===== src/rtl/cpu_bus_handshake.sv =====
// cpu_bus_handshake: 68030 bus-mastership arbiter for the DMA CPU state machine.
// Synchronises the asynchronous bus handshakes into SCLK and produces the
// registered BR_/BGACK_O_/BGRANT_ handshake plus the CYCLEDONE termination flag.
// SYNC_STAGES is the synchroniser depth (2..3); REQ_TIMEOUT (1..255) is the
// number of REQ clocks without a sampled grant before a one-clock back-off.
module cpu_bus_handshake #(
    parameter int SYNC_STAGES = 2,
    parameter int REQ_TIMEOUT = 255
) (
    input  logic       SCLK,
    input  logic       RST,
    input  logic       BREQ,
    input  logic       BG_I_,
    input  logic       AS_I_,
    input  logic       BGACK_I_,
    input  logic       DSACK0_I_,
    input  logic       DSACK1_I_,
    input  logic       DREQ_I_,
    output logic       BR_,
    output logic       BGACK_O_,
    output logic       BGRANT_,
    output logic       CYCLEDONE,
    output logic       DSACK0_,
    output logic       DSACK1_,
    output logic       DREQ_,
    output logic [2:0] ARB_STATE
);

    typedef enum logic [2:0] {
        IDLE    = 3'd0,
        REQ     = 3'd1,
        WAITBUS = 3'd2,
        OWN     = 3'd3,
        BACKOFF = 3'd4,
        RELEASE = 3'd5
    } arb_state_t;

    // Last counter value spent in REQ before backing off.
    localparam logic [7:0] TIMEOUT_LAST = 8'(REQ_TIMEOUT - 1);

    // Bit order of the synchroniser bank.
    localparam int S_BG     = 0;
    localparam int S_AS     = 1;
    localparam int S_BGACK  = 2;
    localparam int S_DSACK0 = 3;
    localparam int S_DSACK1 = 4;
    localparam int S_DREQ   = 5;

    logic [5:0]                  async_in;
    logic [5:0][SYNC_STAGES-1:0] sync_q;
    logic                        bgs_n;
    logic                        ass_n;
    logic                        bgacks_n;
    logic                        dsack0s_n;
    logic                        dsack1s_n;

    arb_state_t state;
    arb_state_t state_nxt;
    logic [7:0] req_cnt;

    assign async_in = {DREQ_I_, DSACK1_I_, DSACK0_I_, BGACK_I_, AS_I_, BG_I_};

    // ---- stage: input synchronisers (async -> SCLK) ----
    // Shift each asynchronous input through SYNC_STAGES flops; idle-high preset.
    always_ff @(posedge SCLK or posedge RST) begin
        if (RST) begin
            sync_q <= '1;
        end else begin
            for (int i = 0; i < 6; i++) begin
                if (SYNC_STAGES > 1)
                    sync_q[i] <= {sync_q[i][SYNC_STAGES-2:0], async_in[i]};
                else
                    sync_q[i] <= {SYNC_STAGES{async_in[i]}};
            end
        end
    end

    assign bgs_n     = sync_q[S_BG][SYNC_STAGES-1];
    assign ass_n     = sync_q[S_AS][SYNC_STAGES-1];
    assign bgacks_n  = sync_q[S_BGACK][SYNC_STAGES-1];
    assign dsack0s_n = sync_q[S_DSACK0][SYNC_STAGES-1];
    assign dsack1s_n = sync_q[S_DSACK1][SYNC_STAGES-1];

    assign DSACK0_ = dsack0s_n;
    assign DSACK1_ = dsack1s_n;
    assign DREQ_   = sync_q[S_DREQ][SYNC_STAGES-1];

    // ---- stage: arbitration FSM ----
    // Next-state decode; a dropped BREQ always wins over a grant seen in the same clock.
    always_comb begin
        state_nxt = state;
        case (state)
            IDLE: begin
                if (BREQ) state_nxt = REQ;
            end
            REQ: begin
                if (!BREQ)                       state_nxt = IDLE;
                else if (!bgs_n)                 state_nxt = WAITBUS;
                else if (req_cnt == TIMEOUT_LAST) state_nxt = BACKOFF;
            end
            BACKOFF: begin
                state_nxt = BREQ ? REQ : IDLE;
            end
            WAITBUS: begin
                if (!BREQ)                  state_nxt = IDLE;
                else if (ass_n && bgacks_n) state_nxt = OWN;
            end
            OWN: begin
                // A bus cycle in flight is always allowed to finish first.
                if (!BREQ && CYCLEDONE) state_nxt = RELEASE;
            end
            RELEASE: begin
                state_nxt = IDLE;
            end
            default: begin
                state_nxt = IDLE;
            end
        endcase
    end

    // State register.
    always_ff @(posedge SCLK or posedge RST) begin
        if (RST) state <= IDLE;
        else     state <= state_nxt;
    end

    // REQ dwell counter: counts only while staying in REQ, cleared otherwise.
    always_ff @(posedge SCLK or posedge RST) begin
        if (RST)                                   req_cnt <= '0;
        else if (state == REQ && state_nxt == REQ) req_cnt <= req_cnt + 8'd1;
        else                                       req_cnt <= '0;
    end

    // ---- stage: registered bus outputs ----
    // Outputs decoded from the next state so they change together with the state flops.
    always_ff @(posedge SCLK or posedge RST) begin
        if (RST) begin
            BR_      <= 1'b1;
            BGACK_O_ <= 1'b1;
            BGRANT_  <= 1'b1;
        end else begin
            BR_      <= !(state_nxt == REQ || state_nxt == WAITBUS);
            BGACK_O_ <= !(state_nxt == OWN);
            BGRANT_  <= !(state_nxt == OWN);
        end
    end

    // Cycle termination: AS_ and both DSACK_ strobes all released in the same clock.
    always_ff @(posedge SCLK or posedge RST) begin
        if (RST) CYCLEDONE <= 1'b0;
        else     CYCLEDONE <= ass_n && dsack0s_n && dsack1s_n;
    end

    assign ARB_STATE = state;

endmodule


===== config.mk =====
export PLATFORM = sky130hd
export DESIGN_NAME = cpu_bus_handshake
export DESIGN_NICKNAME = d
export VERILOG_FILES = /design/src/rtl/cpu_bus_handshake.sv
export SDC_FILE = /design/constraint.sdc
export NUM_CORES = 1
export LEC_CHECK = 0
export CORE_UTILIZATION = 43
export CTS_CLUSTER_DIAMETER = 150
export CTS_CLUSTER_SIZE = 24
export DETAILED_ROUTE_END_ITERATION = 12
export PLACE_DENSITY = 0.69
export RECOVER_POWER = 50
export SLEW_MARGIN = 0
export SYNTH_ARGS = -nofsm -noshare
export SYNTH_HDL_FRONTEND = slang
export SYNTH_SLANG_ARGS = --single-unit

===== constraint.sdc =====
create_clock -name SCLK -period 1.6 [get_ports SCLK]
set_input_delay 0.32 -clock SCLK [delete_from_list [all_inputs] [get_ports SCLK]]
set_output_delay 0.32 -clock SCLK [all_outputs]
set_load 0.01 [all_outputs]

Word level (Yosys, flattened, before mapping)

Cells that the tools add are included.

Register bits: 26
Input port bits: 9
Output and inout port bits: 10
Word-level logic and storage cells: 40

$add $sub $neg: 1
Equal/unequal tests: 8
Multiplexer cells: 10
Reduce and logical (&&, ||, !) cells: 10

Operator list:

| cell                | count |
|---|---|
| $mux 3              | 7 |
| $pmux 3 s5          | 1 |
| $eq 3x2->1 const B  | 4 |
| $add 8x1->8 const B | 1 |
| $eq 8x8->1 const B  | 1 |
| $mux 8              | 1 |
| $eq 3x1->1 const B  | 2 |
| $logic_and 1x1->1   | 5 |
| $eq 3x3->1 const B  | 1 |
| $logic_not 1->1     | 3 |
| $logic_not 3->1     | 1 |
| $logic_or 1x1->1    | 1 |
| $mux 1              | 1 |

Logic depth before layout (Yosys ltp)

Depth after elaboration: 8
Mapped depth: 7
Depth with buffers taken out: 7

Worst setup path after synthesis

OpenSTA, ideal clock, no wires.

Path type: reg2reg
Start point: register req_cnt[0]
End point: register state[0] (netlist: ARB_STATE[0])
Setup time: 0.118 ns
Arrival time: 1.231 ns
Required time: 1.482 ns
Slack: 0.251 ns
Cell stages (with the launch flop): 7
Buffers on the path: 0
Clock period less this slack: 1.349 ns
Cells stage by stage: dfrtp_1 inv_1 ha_1 nand4_4 o211ai_4 and2_1 inv_1

Longest elaborated chain between the ends: 5

RTL lines:

| what                   | line | text |
|---|---|---|
| start, declared        | 59   | `logic [7:0] req_cnt;` |
| start signal, assigned | 130  | `else if (state == REQ && state_nxt == REQ) req_cnt <= req_cnt + 8'd1;` |
| $eq 8x8->1             | 99   | `else if (req_cnt == TIMEOUT_LAST) state_nxt = BACKOFF;` |
| $mux 3                 | 99   |  |
| $mux 3                 | 98   | `else if (!bgs_n) state_nxt = WAITBUS;` |
| $mux 3                 | 97   | `if (!BREQ) state_nxt = IDLE;` |
| $pmux 3 s5             | 92   | `case (state)` |
| via state_nxt[0]       | 58   | `arb_state_t state_nxt;` |
| end signal, assigned   | 124  | `else state <= state_nxt;` |
| end, declared          | 57   | `arb_state_t state;` |

The timed path passes the listed nets, and every way through them passes these cells.

Worst setup path in the final report

Start point: register state[1] (netlist: ARB_STATE[1])
End point: output ARB_STATE[1]

RTL lines:

| what          | line | text |
|---|---|---|
| end, declared | 26   | `output logic [2:0] ARB_STATE` |

No word-level cell between the ends.

==> flow_metrics.tcl <==
set metrics [dict create \
    cp-start-kind "flop" \
    ys_types 27 \
    critPathBufInv 1 \
    synthCells 76 \
    cts-root-buf "clkbuf_4" \
    clock_latency_ns 0.32 \
    gp_congestion 0.811 \
    min_period_over_period_pct 95.8 \
    diodes 0 \
    critPathCaptureType "primary output" \
    p_per_area_mw_per_mm2 1200 \
    status "complete, no violations" \
    min_path_type "flop to flop" \
    syn_avg_cell_area_sq_um 13.5 \
    htree_levels 1 \
    clock_skew_ns 0.00590 \
    maxCapViolations 0 \
    drt.antenna.violating_nets 0 \
    leakage_nw 0.610 \
    overflow 0 \
    grt_pass1_vias 600 \
    firstDrtPassIters 4 \
    critPathKind "flop to primary output" \
    die_area_sq_mm 0.00259 \
    area_delta_synth_final_pct 28.6 \
    r2r-start "req_cnt[0]" \
    maxSlewViolCount 0 \
    synth_fp_nets 87 \
    die_w_microns 50.9 \
    r2r_slack_ns 0.18 \
    worstPathRequired_ns 1.28 \
    tightestPinTransition_ns 0.597 \
    max_freq_mhz 653 \
    path_max_fanout 2 \
    grt_pass1_wl_mm 2.59 \
    die_h_microns 50.9 \
    io_buffers 18 \
    hold_viol 0 \
    rsz0062_at_grt "no" \
    start_util_pct 46.1 \
    reg2reg_depth 6 \
    arrival_ns 1.21 \
    cts_buffers 3 \
    yosysSeqAreaShare_pct 64.9 \
    row_count 17 \
    netlist_area_sq_mm 0.00103 \
    vias 629 \
    path_delay_family "buffers and inverters" \
    critPathLaunch "ARB_STATE[1]" \
    cts_tree "done" \
    route.detailed.drc 0 \
    ios 19 \
    total_power_mw 1.59 \
    hold_path_depth 0 \
    grt_start_max_net_pins 27 \
    placed_area_sq_mm 0.00125 \
    relSlewSlack_pct 60.2 \
    wl_per_cell_microns 11.3 \
    drtIter0Drc 6 \
    crit_chain "clkdlybuf4s50_1" \
    core-area_sq_mm 0.00223 \
    antenna_found_initial 0 \
    clockBufferDepth 2 \
    ir_drop_uv 636 \
    slowest_delay_ns 0.52 \
    stdcell_area_sq_mm 0.00132 \
    gr-usage-all-layers_pct 14.2 \
    setup_violations 0 \
    nets 114 \
    clk_pin_slew_ns 0.13 \
    hpwl_mm 1.08 \
    period_minus_slack_ns 1.53 \
    synth_seq_cells 26 \
    via_per_inst 4.84 \
    drive_gt1_share_pct 27.5 \
    hold_path.startpoint "sync_q[8]" \
    cts.sinks 26 \
    cp_num_cells 1 \
    wirelength_mm 1.46 \
    synth_warnings 0 \
    cp_slowest_cell "clkdlybuf4s50_1" \
]
-- per-stage QoR --
| step | TNS (ns) | hold WS (ns) | util, % | instances | setup WS [ns] |
|---|---|---|---|---|---|
| global placement | -0.0147 | 0.346 | 56.1 | 123 | -0.0124 |
| finish | 0 | 0.365 | 59.3 | 130 | 0.0677 |
| global route | 0 | 0.370 | 59.3 | 130 | 0.000741 |
| detailed placement | -0.120 | 0.348 | 56.1 | 123 | -0.0603 |
| CTS | 0 | 0.315 | 59.2 | 130 | 0.0105 |
| floorplan | 0 | 0.324 | - | 76 | 0.251 |
-- placed cells by master, fill, tap and decap left out, types with 3 or more instances in the layout --
cell / instances
inv_1: 5
xnor2_1: 3
dlygate4sd3_1: 7
nor2_1: 8
dfstp_2: 14
clkbuf_4: 3
nand3_1: 3
clkdlybuf4s50_1: 3
nand2_1: 3
dfrtp_1: 11
buf_4: 4
dlygate4sd2_1: 6
-- power by group --
part	switching, mW	total (mW)	internal (mW)	leakage (nW)
Combinational	0.177	0.371	0.193	0.271
Clock	0.184	0.437	0.253	0.0279
Sequential	0.0300	0.779	0.749	0.310
-- cell families after synthesis --
group                    after synthesis  share of synthesized area (%)
AO/OA/AOI/OAI                          9                           7.90
XOR/XNOR                               5                           4.25
adder cells (fa/ha/maj)                2                           2.43
buffers and inverters                  6                           2.55
flip-flops                            26                           64.9
multiplexers                           1                          0.972
AND/OR/NAND/NOR                       27                           17.0
-- cell usage after synthesis (all sizes together) --
library cell  count  area, sq um
a21oi             2         10.0
a22oi             1         7.51
a31oi             1         6.26
and2              2         12.5
and3              1         6.26
and4bb            1         12.5
buf               1         7.51
dfrtp            12          300
dfstp            14          368
ha                2         25.0
inv               5         18.8
mux2i             1         10.0
nand2             3         11.3
nand2b            1         6.26
nand3             3         15.0
nand3b            2         15.0
nand4             2         42.5
nor2              8         30.0
nor2b             2         12.5
nor3              1         5.00
o211ai            1         21.3
o21ai             2         10.0
o32a              1         10.0
o41ai             1         16.3
or3               1         6.26
xnor2             3         26.3
xor2              2         17.5
-- registers in the layout, summed over array words and instances, names as in the netlist --
| signal | flops |
|---|---|
| bgs_n | 1 |
| BGRANT_ | 1 |
| CYCLEDONE | 1 |
| ARB_STATE | 3 |
| ass_n | 1 |
| DSACK1_ | 1 |
| bgacks_n | 1 |
| DREQ_ | 1 |
| DSACK0_ | 1 |
| BR_ | 1 |
| sync_q | 6 |
| req_cnt | 8 |
-- worst paths after layout --
kind / end
max: ARB_STATE[1]
min: DSACK1_
max reg2reg: BR_
min reg2reg: DSACK1_
max in group asynchronous: ARB_STATE[1]
min in group asynchronous: req_cnt[0]
-- cell type report --
type	instances	area [sq um]
clock buffer	3	22.5
tap	28	35.0
timing repair buffer	23	213
multi-input combinational	44	335
inverter	5	18.8
clock inverter	1	30.0
fill	199	910
sequential	26	669
-- metal layers --
layer | up-vias | share of wire (%) | GRT usage, %
met5 | - | 0 | 0
met4 | 0 | 1.3 | 6.02
met3 | 3 | 4.8 | 6.25
met2 | 16 | 50 | 22.6
met1 | 302 | 44 | 16.5
li1 | 308 | - | -
-- what timing repair did --
item	4_1_cts	5_1_grt
setup buffers	3	0
gates resized for setup	7	2
hold buffers	0	0
endpoints found under the setup margin	9	2
Power figures use the tool's default switching activity.
